**src/rtl/vga_timing_monitor.sv**
```systemverilog
// vga_timing_monitor: receive-side checker for looped-back VGA. Measures line and
// frame timing from the synchronised sync inputs, declares lock once timing is
// stable, and publishes the bounding box of lit pixels once per frame.
module vga_timing_monitor #(
  parameter int unsigned CNT_W       = 16,
  parameter int unsigned LOCK_FRAMES = 2,
  parameter int unsigned TIMEOUT_CYC = 1048576
) (
  input  logic             clk,
  input  logic             rst_n,
  input  logic             sync_h,
  input  logic             sync_v,
  input  logic [2:0]       vga,
  output logic [CNT_W-1:0] h_total,
  output logic [CNT_W-1:0] h_sync_w,
  output logic [CNT_W-1:0] v_total,
  output logic [CNT_W-1:0] v_sync_w,
  output logic             locked,
  output logic             frame_start,
  output logic             bbox_valid,
  output logic             bbox_empty,
  output logic [CNT_W-1:0] bbox_x_min,
  output logic [CNT_W-1:0] bbox_x_max,
  output logic [CNT_W-1:0] bbox_y_min,
  output logic [CNT_W-1:0] bbox_y_max
);

  localparam int unsigned      TO_W    = $clog2(TIMEOUT_CYC + 1) + 1;
  localparam int unsigned      MC_W    = $clog2(LOCK_FRAMES + 1) + 1;
  localparam logic [CNT_W-1:0] ONE     = CNT_W'(1);
  localparam logic [CNT_W-1:0] MAXV    = '1;
  localparam logic [TO_W-1:0]  TO_LIM  = TO_W'(TIMEOUT_CYC - 1);
  localparam logic [MC_W-1:0]  MC_LOCK = MC_W'(LOCK_FRAMES);

  typedef enum logic [1:0] {S_SEARCH, S_MEASURE, S_LOCKED} state_t;

  function automatic logic [CNT_W-1:0] sat_inc(input logic [CNT_W-1:0] v);
    return (v == MAXV) ? v : v + ONE;
  endfunction

  logic [2:0]       r_h_q, r_v_q;
  logic [2:0]       r_vga_q1, r_vga_q2;
  logic [CNT_W-1:0] r_x, r_y, r_hlow, r_vlow;
  logic [TO_W-1:0]  r_to;
  logic             r_vs_pend;
  logic             r_line_mis;
  logic             r_first;
  logic [MC_W-1:0]  r_match;
  state_t           r_state;
  logic             r_rlit;
  logic [CNT_W-1:0] r_rx_min, r_rx_max, r_ry_min, r_ry_max;

  logic             w_h_dly, w_v_dly, w_ls, w_vfall, w_fs, w_lit, w_to;
  logic [CNT_W-1:0] w_x_cur, w_y_cur;
  logic             w_line_bad, w_frame_bad;
  logic [MC_W-1:0]  w_match_nx;

  // Delayed signals are the 2nd flop; edges compare the 2nd against the 3rd.
  assign w_h_dly = r_h_q[1];
  assign w_v_dly = r_v_q[1];
  assign w_ls    = r_h_q[2] & ~r_h_q[1];
  assign w_vfall = r_v_q[2] & ~r_v_q[1];
  assign w_fs    = w_ls & (r_vs_pend | w_vfall);
  assign w_lit   = |r_vga_q2;
  assign w_to    = !w_ls && (r_to >= TO_LIM);

  // Position of the current clock; r_x/r_y hold the previous clock's value.
  assign w_x_cur = w_ls ? ONE : sat_inc(r_x);
  assign w_y_cur = w_fs ? ONE : (w_ls ? sat_inc(r_y) : r_y);

  // The line closing on this LS is compared with the previously published line.
  assign w_line_bad  = (r_x != h_total) || (r_hlow != h_sync_w) ||
                       (r_x == MAXV) || (r_hlow == MAXV);
  assign w_frame_bad = r_line_mis || w_line_bad || (r_y == MAXV) ||
                       (!r_first && (r_y != v_total));
  assign w_match_nx  = r_match + 1'b1;

  // Input synchronisers plus the third edge-detect stage.
  always_ff @(posedge clk or negedge rst_n) begin
    if (!rst_n) begin
      r_h_q    <= '0;
      r_v_q    <= '0;
      r_vga_q1 <= '0;
      r_vga_q2 <= '0;
    end else begin
      r_h_q    <= {r_h_q[1:0], sync_h};
      r_v_q    <= {r_v_q[1:0], sync_v};
      r_vga_q1 <= vga;
      r_vga_q2 <= r_vga_q1;
    end
  end

  // Pixel/line position, sync-low counters, vsync pending flag, timeout counter.
  always_ff @(posedge clk or negedge rst_n) begin
    if (!rst_n) begin
      r_x       <= '0;
      r_y       <= '0;
      r_hlow    <= '0;
      r_vlow    <= '0;
      r_vs_pend <= 1'b0;
      r_to      <= '0;
    end else begin
      r_x <= w_x_cur;
      r_y <= w_to ? '0 : w_y_cur;
      if (w_ls)
        r_hlow <= ONE;
      else if (!w_h_dly)
        r_hlow <= sat_inc(r_hlow);
      if (w_fs)
        r_vlow <= w_v_dly ? '0 : ONE;
      else if (w_ls && !w_v_dly)
        r_vlow <= sat_inc(r_vlow);
      if (w_fs)
        r_vs_pend <= 1'b0;
      else if (w_vfall)
        r_vs_pend <= 1'b1;
      if (w_ls)
        r_to <= '0;
      else if (r_to != '1)
        r_to <= r_to + 1'b1;
    end
  end

  // Timing measurements and lock FSM.
  always_ff @(posedge clk or negedge rst_n) begin
    if (!rst_n) begin
      r_state     <= S_SEARCH;
      r_match     <= '0;
      r_first     <= 1'b0;
      r_line_mis  <= 1'b0;
      locked      <= 1'b0;
      frame_start <= 1'b0;
      h_total     <= '0;
      h_sync_w    <= '0;
      v_total     <= '0;
      v_sync_w    <= '0;
    end else begin
      frame_start <= w_fs;
      if (w_to) begin
        r_state    <= S_SEARCH;
        r_match    <= '0;
        r_line_mis <= 1'b0;
        locked     <= 1'b0;
        h_total    <= '0;
        h_sync_w   <= '0;
        v_total    <= '0;
        v_sync_w   <= '0;
      end else begin
        if (w_ls) begin
          h_total  <= r_x;
          h_sync_w <= r_hlow;
          if (w_line_bad)
            r_line_mis <= 1'b1;
        end
        // The LS that is also FS closes the old frame: its line check is folded
        // into w_frame_bad and the sticky flag restarts clear for the new frame.
        if (w_fs) begin
          v_total    <= r_y;
          v_sync_w   <= r_vlow;
          r_line_mis <= 1'b0;
          case (r_state)
            S_SEARCH: begin
              r_state <= S_MEASURE;
              r_match <= '0;
              r_first <= 1'b1;
              locked  <= 1'b0;
            end
            S_MEASURE: begin
              r_first <= 1'b0;
              if (w_frame_bad) begin
                r_match <= '0;
              end else begin
                r_match <= w_match_nx;
                if (w_match_nx >= MC_LOCK) begin
                  r_state <= S_LOCKED;
                  locked  <= 1'b1;
                end
              end
            end
            S_LOCKED: begin
              if (w_frame_bad) begin
                r_state <= S_MEASURE;
                r_match <= '0;
                locked  <= 1'b0;
              end
            end
            default: begin
              r_state <= S_SEARCH;
              locked  <= 1'b0;
            end
          endcase
        end
      end
    end
  end

  // Running lit-pixel box, published and restarted at each frame start.
  always_ff @(posedge clk or negedge rst_n) begin
    if (!rst_n) begin
      r_rlit     <= 1'b0;
      r_rx_min   <= '0;
      r_rx_max   <= '0;
      r_ry_min   <= '0;
      r_ry_max   <= '0;
      bbox_valid <= 1'b0;
      bbox_empty <= 1'b1;
      bbox_x_min <= '0;
      bbox_x_max <= '0;
      bbox_y_min <= '0;
      bbox_y_max <= '0;
    end else begin
      bbox_valid <= w_fs;
      if (w_to) begin
        r_rlit     <= 1'b0;
        bbox_empty <= 1'b1;
        bbox_x_min <= '0;
        bbox_x_max <= '0;
        bbox_y_min <= '0;
        bbox_y_max <= '0;
      end else if (w_fs) begin
        bbox_empty <= !r_rlit;
        bbox_x_min <= r_rlit ? r_rx_min : '0;
        bbox_x_max <= r_rlit ? r_rx_max : '0;
        bbox_y_min <= r_rlit ? r_ry_min : '0;
        bbox_y_max <= r_rlit ? r_ry_max : '0;
        r_rlit     <= w_lit;
        r_rx_min   <= w_lit ? w_x_cur : '0;
        r_rx_max   <= w_lit ? w_x_cur : '0;
        r_ry_min   <= w_lit ? w_y_cur : '0;
        r_ry_max   <= w_lit ? w_y_cur : '0;
      end else if (w_lit) begin
        r_rlit <= 1'b1;
        if (!r_rlit) begin
          r_rx_min <= w_x_cur;
          r_rx_max <= w_x_cur;
          r_ry_min <= w_y_cur;
          r_ry_max <= w_y_cur;
        end else begin
          if (w_x_cur < r_rx_min) r_rx_min <= w_x_cur;
          if (w_x_cur > r_rx_max) r_rx_max <= w_x_cur;
          if (w_y_cur < r_ry_min) r_ry_min <= w_y_cur;
          if (w_y_cur > r_ry_max) r_ry_max <= w_y_cur;
        end
      end
    end
  end

endmodule

```
**config.mk**
```make
export PLATFORM = sky130hd
export DESIGN_NAME = vga_timing_monitor
export DESIGN_NICKNAME = d
export VERILOG_FILES = /design/src/rtl/vga_timing_monitor.sv
export SDC_FILE = /design/constraint.sdc
export NUM_CORES = 1
export LEC_CHECK = 0
export CAP_MARGIN = 10
export CORE_UTILIZATION = 30
export DETAILED_ROUTE_END_ITERATION = 8
export PLACE_DENSITY = 0.53
export SLEW_MARGIN = 5
export SYNTH_ARGS = -nofsm -noshare
export SYNTH_HDL_FRONTEND = slang
export SYNTH_SLANG_ARGS = --single-unit
```
**constraint.sdc**
```tcl
create_clock -name clk -period 5.1 [get_ports clk]
set_clock_uncertainty 0.2 [all_clocks]
set_input_delay 0.51 -clock clk [delete_from_list [all_inputs] [get_ports clk]]
set_output_delay 0.51 -clock clk [all_outputs]
set_load 0.05 [all_outputs]
```
# Word level (Yosys, flattened, before mapping)
# Index checks and enable logic that the tools add are counted.
# Widths: inputs -> output; s select.
# totals
regBits	302
in_bits	7
output_inout_bits	132
# op_classes
n_addsub	6
n_lt_le_gt_ge	6
n_eq_ne	20
mux	82
bitwise_logic	7
n_reduce_logical	36
# ops
cell	count
$mux 16	50
$add 16x1->16 const B	4
$eq 16x16->1 const B	4
$ne 16x16->1	3
$mux 22	2
$gt 16x16->1	2
$lt 16x16->1	2
$add 22x1->22 const B	1
$ge 22x20->1 const B	1
$ne 22x22->1 const B	1
$reduce_and 3->1	6
$mux 1	17
$reduce_bool 2->1	7
$mux 3	4
$ne 3x1->1 const B	4
$mux 2	5
$ne 3x3->1 const B	3
$pmux 3 s3	1
$reduce_bool 3->1	3
$logic_or 1x1->1	6
$pmux 2 s3	1
$reduce_and 2->1	3
$logic_not 1->1	4
$ne 2x2->1 const B	2
14 further kinds	21

# Depth between registers and ports, before layout
# depth
word_depth	11
mapped_depth	18

# Least setup slack after synthesis
# Ideal clock, no wire load.
# synth_timing
path_type	register to register
start	register r_y[0]
end	register r_ry_max[10]
setup_ns	0.125
t_arrival_ns	3.897
slack_ns	0.878
stages_incl_launch_ff	19
path_buffers	1
synth_period_minus_slack_ns	4.222
cell_sequence	dfrtp_1 > ha_1 > nand4_1 > nor4_2 > nor4_1 > nand4_1 > nor2_1 > xnor2_1 > nor2_1 > ha_1 > nand4_1 > nor3_1 > nand3_1 > nor3_1 > o311a_1 > a21oi_1 > a21oi_2 > buf_4 > mux2_2
# synth_between
elab_chain_cells	8
word_cells_on_any_way	13
cone_classes	1 x add/sub; 1 x order compare; 2 x eq/ne; 8 x mux; 1 x reduce/logical
# synth_rtl
element	line_no	text
from (decl)	43	logic [CNT_W-1:0] r_x, r_y, r_hlow, r_vlow;
from (signal assigned)	104	r_y <= w_to ? '0 : w_y_cur;
$add 16x1->16 / $eq 16x16->1 (equally long branches)	38	return (v == MAXV) ? v : v + ONE;
$mux 16	38	
$mux 16 (*) (2 in a row)	69	assign w_y_cur = w_fs ? ONE : (w_ls ? sat_inc(r_y) : r_y);
parallel branches: the longest is 4 deep, another holds $gt 16x16->1	--	
to (signal assigned)	230	r_ry_max <= w_lit ? w_y_cur : '0;
to (signal assigned)	237	r_ry_max <= w_y_cur;
to (signal assigned)	242	if (w_y_cur > r_ry_max) r_ry_max <= w_y_cur;
to (decl)	51	logic [CNT_W-1:0] r_rx_min, r_rx_max, r_ry_min, r_ry_max;
# Mark *: on every way between the ends. The select of a mux whose other input is x is not followed.
# A chain may end at the register's enable or synchronous reset.

# Worst setup path after layout
# layout_timing
start	register r_y[1]
end	register r_ry_max[15]
# Same word-level chain as after synthesis.

==> results.md <==
Status:
- The run finished, with violations left.
- The final reports fail on DRC.

Worst setup path:
- Measured in cells, the most critical reg-to-reg path has a length of 18.
- The maximum fanout along the worst path is 16.
- The worst setup path is captured at a flip-flop.
- The end point of the critical path is r_ry_max[15].
- Data on the critical path is required at its endpoint by 5320 ps.
- The worst register-to-register path begins at r_y[1].
- For flop-to-flop paths, the worst setup slack is between 400 and 500 ps.
- The critical path is of the flip-flop to flip-flop type.
- Data on the critical path arrives at its endpoint at 4900 ps.
- The worst setup path is launched from a flip-flop.
- The endpoint identified for the worst register-to-register timing path is r_ry_max[15].
- In this run the worst setup path begins at r_y[1].

Timing:
- The number of setup violations in the final report is 0.
- The number of hold violations in the final report is 0.
- The summed negative setup slack over all endpoints is 0 ps.
- The relative slew slack is 28.92%.
- The number of pins exceeding their max-slew limit in the final report is 0.
- Setup repair after global routing left no endpoint under its margin.
- The final clock period utilization by the worst path is roughly nine tenths.
- After layout, the minimum clock period comes to roughly 4700 ps.
- For the pin with the worst max-slew slack, the measured transition is 1058 ps.
- The upper clock frequency limit is 0.2136 GHz.

Place:
- In this run the cell area measured after placement is 16,490 um^2.
- The count of port buffers added during placement is 138.
- The HPWL after detailed placement is 25.98 mm.
- The placer's final routability congestion estimate is 0.8157.
- After detailed placement, the design holds a cell count of 2,027.

Power:
- For this design the ratio of total power to cell area is 420.9 nW/um^2.
- The worst supply voltage drop on vdd is 0.2425 mV.
- The analysis attributes to cell leakage a power of a little over 0.008 uW.

Floorplanning:
- The die covers 48,660 um^2.
- The vertical die dimension is 220.6 um.
- Once the floorplan was initialized, standard cells occupied 30.60% of the core.
- The die outline width is 220.6 um.
- The total I/O pin count is ~140.
- After floorplanning, the core was divided into 79 placement rows.
- The core area is 46,850 um^2.

Logic synthesis:
- Summing the areas of all fa, ha and maj instances in the mapped netlist gives 5.848% of the synthesized area.
- Summing the areas of all compound-gate instances in the mapped netlist gives between 10% and 20% of the synthesized area.
- Of the post-synthesis cell area, the part taken by muxes is 5.708%.
- In this run, synthesis produced a sequential element count of 301.
- The commonest cells after synthesis are 300 x dfrtp_1, 115 x nand2_1, 107 x nor2_1, 95 x a22o_1, 74 x xor2_1.
- In this run, synthesis inferred 0 flip-flops with an integrated enable.
- The fraction of synthesized cell area taken by the top area cell type is approximately 52%.
- Synthesis produced a netlist whose cell count is ~1,300.
- By area, the combinational part of the netlist is dominated by simple AND/OR/NAND/NOR gates.
- A synthesized cell averages 10.93 um^2.
- After synthesis, the share of flip-flops with an asynchronous set or reset is 100.0%.
- Counting distinct cell types in the post-synthesis netlist gives 67.
- After synthesis, the cell types taking the most area are dfrtp_1 52%, ha_1 5.8%, a22o_1 5.8%.
- The net count after synthesis is 1,386.
- The most used standard cell by instance count after synthesis is dfrtp_1.
- The synthesized netlist devotes 7.018% of its cell area to XOR and XNOR gates.
- Among all flip-flop cells after synthesis, the most frequent one is dfrtp_1.
- The sequential element share of the synthesized area is 52.55%.
- During synthesis, Yosys emitted a total of 0 warnings.
- After Yosys synthesis, and, or, nand and nor cells account for 13.29% of the synthesized area.
- The synthesized cell area is 14,330 um^2.
- The top cell type by total area after synthesis is dfrtp_1.

Clock tree:
- The clock net in this run drives a total of 301 sinks.
- After clock tree synthesis, the clock-pin slew on the worst setup and hold paths is around 60 ps.
- Counting along the longest clock path gives a buffer depth of 3.
- The later pin in the worst-skew pair is clocked with a latency of 540 ps.
- TritonCTS created 37 clock buffers.
- The CTS H-tree depth is 2.
- Buffers added to address setup during post-CTS repair amount to 0.
- The CTS tree is done.
- The cell chosen for the clock root is clkbuf_16.

Global route:
- Entering global routing, the biggest net connects about 110 pins.
- The total routing usage reported by global routing is between 10% and 20%.
- The number of global-route vias before repair was 10,350.
- The global route total overflow is 0.
- The initial antenna violation count is 0.
- The first-pass GRT wire length is approximately 59 mm.

Cells and area:
- The register bank with the most flops is r_to.
- The register with the most flip-flops in the layout has 22 of them.
- The count of cells in the finished layout, fillers not included, comes to ~2,100.
- The share of post-route cells with drive strength above 1 is 12.37%.
- The final layout net count is 1,534.
- The core occupancy in the finished layout is 38.06%.
- The area growth from synthesis to layout is 24.39%.
- Once layout is done, the placed cells without fillers occupy 17,830 um^2.
- The antenna diode count is 0.

Routing:
- The final routed wirelength across all metal layers is 37.40 mm.
- Across all layers, the routed design uses approximately 10,000 vias.
- The residual antenna-violating net count after detailed routing is 0.
- Dividing the detail-routed via count by the number of cells gives 4.907.
- The average wire per standard cell is 17.86 um.
- For this run, the detailed router's first-pass iteration total came to 7.
- The detailed router finished its first iteration with 650 violations.
- The number of DRC violations after detailed routing is 7.

Run:
- The count of maximum capacitance violations is 0.

Min path:
- The worst hold path passes through 0 cells.
- The kind of path behind the tightest hold check is flip-flop to flip-flop.
[area by class of cell]
| type | instances | area, um^2 |
|---|---|---|
| Clock inverter | 19 | 292.8 |
| Inverter | 68 | 255.2 |
| Sequential cell | 301 | 7533 |
| Fill cell | 4689 | 29020 |
| Clock buffer | 47 | 1013 |
| Tap cell | 607 | 759.5 |
| Timing Repair Buffer | 174 | 1672 |
| Multi-Input combinational cell | 878 | 6305 |
[critical path: stages (launching register included)]
cell,delay [ps]
dfrtp_1,500
ha_1,250
nand4_1,190
nor4_4,410
nor4_4,100
nand4_1,180
nor2_1,80
xnor2_1,200
nor2_1,130
ha_1,350
nand4_1,150
nor3_1,300
nand3_1,140
nor3_1,280
o311a_1,250
a21oi_1,80
a21oi_2,110
buf_4,270
mux2_2,370
[layer usage]
metal | track usage, % | vias up | share of wire, %
met3 | 3.134 | 49 | 4.2
met1 | 20.94 | 5106 | 46
met4 | 4.680 | 0 | 2.1
li1 | - | 4937 | -
met2 | 25.38 | 183 | 47
met5 | 0 | - | 0
[repair_timing]
item,CTS,global route
setup endpoints to repair,0,16
hold buffers,1,0
gates resized for setup,0,3
endpoints found under the hold margin,109,0
[kinds of logic (layout without fill, tap and decap cells)]
logic type / count (synthesis) / in the layout
flops: 301 / 301
simple gates: 391 / 391
xor+xnor: 114 / 114
fa+ha+maj: 67 / 67
buf+inv: 133 / 308
compound gates: 236 / 236
mux: 70 / 70
[worst min path at each step]
stage	from	to
floorplan	rst_n	bbox_valid
global placement	r_vga_q1[2]	r_vga_q2[2]
detailed placement	r_vga_q1[0]	r_vga_q2[0]
CTS	r_vga_q1[0]	r_vga_q2[0]
global route	r_h_q[0]	r_h_q[1]
finish	r_vga_q1[0]	r_vga_q2[0]
[through the flow]
step           power [uW]  hold slack (ps)  setup WS [ps]
6_report             7504            145.9          418.5
5_1_grt              7871            155.2          25.00
4_1_cts              7621            147.8          200.8
3_5_place_dp         4744            134.7          236.7
3_3_place_gp         4729            131.9          414.0
2_1_floorplan        4163            14.41          878.1
[cells in the final DEF (no fill, tap or decap), drive strengths merged, types with 3 or more instances in the layout]
cell	n
a211oi	5
a21o	11
a21oi	39
a22o	96
a311oi	3
a41oi	3
and2	4
and3	10
and4	8
buf	36
bufinv	7
clkbuf	47
clkdlybuf4s50	137
clkinv	6
clkinvlp	3
dfrtp	300
ha	67
inv	71
mux2	64
mux2i	6
nand2	115
nand3	30
nand4	38
nor2	107
nor2b	8
nor3	28
nor3b	3
nor4	15
o21a	4
o21ai	55
o22ai	7
or3	14
or4	4
xnor2	40
xor2	74
[power breakdown]
| part | internal (uW) | total, uW | switching, uW |
|---|---|---|---|
| combinational | 804 | 1880 | 1070 |
| clock | 1770 | 2830 | 1060 |
| sequential | 2580 | 2800 | 224 |
| total | 5150 | 7500 | 2350 |
Power figures use the tool's default switching activity.
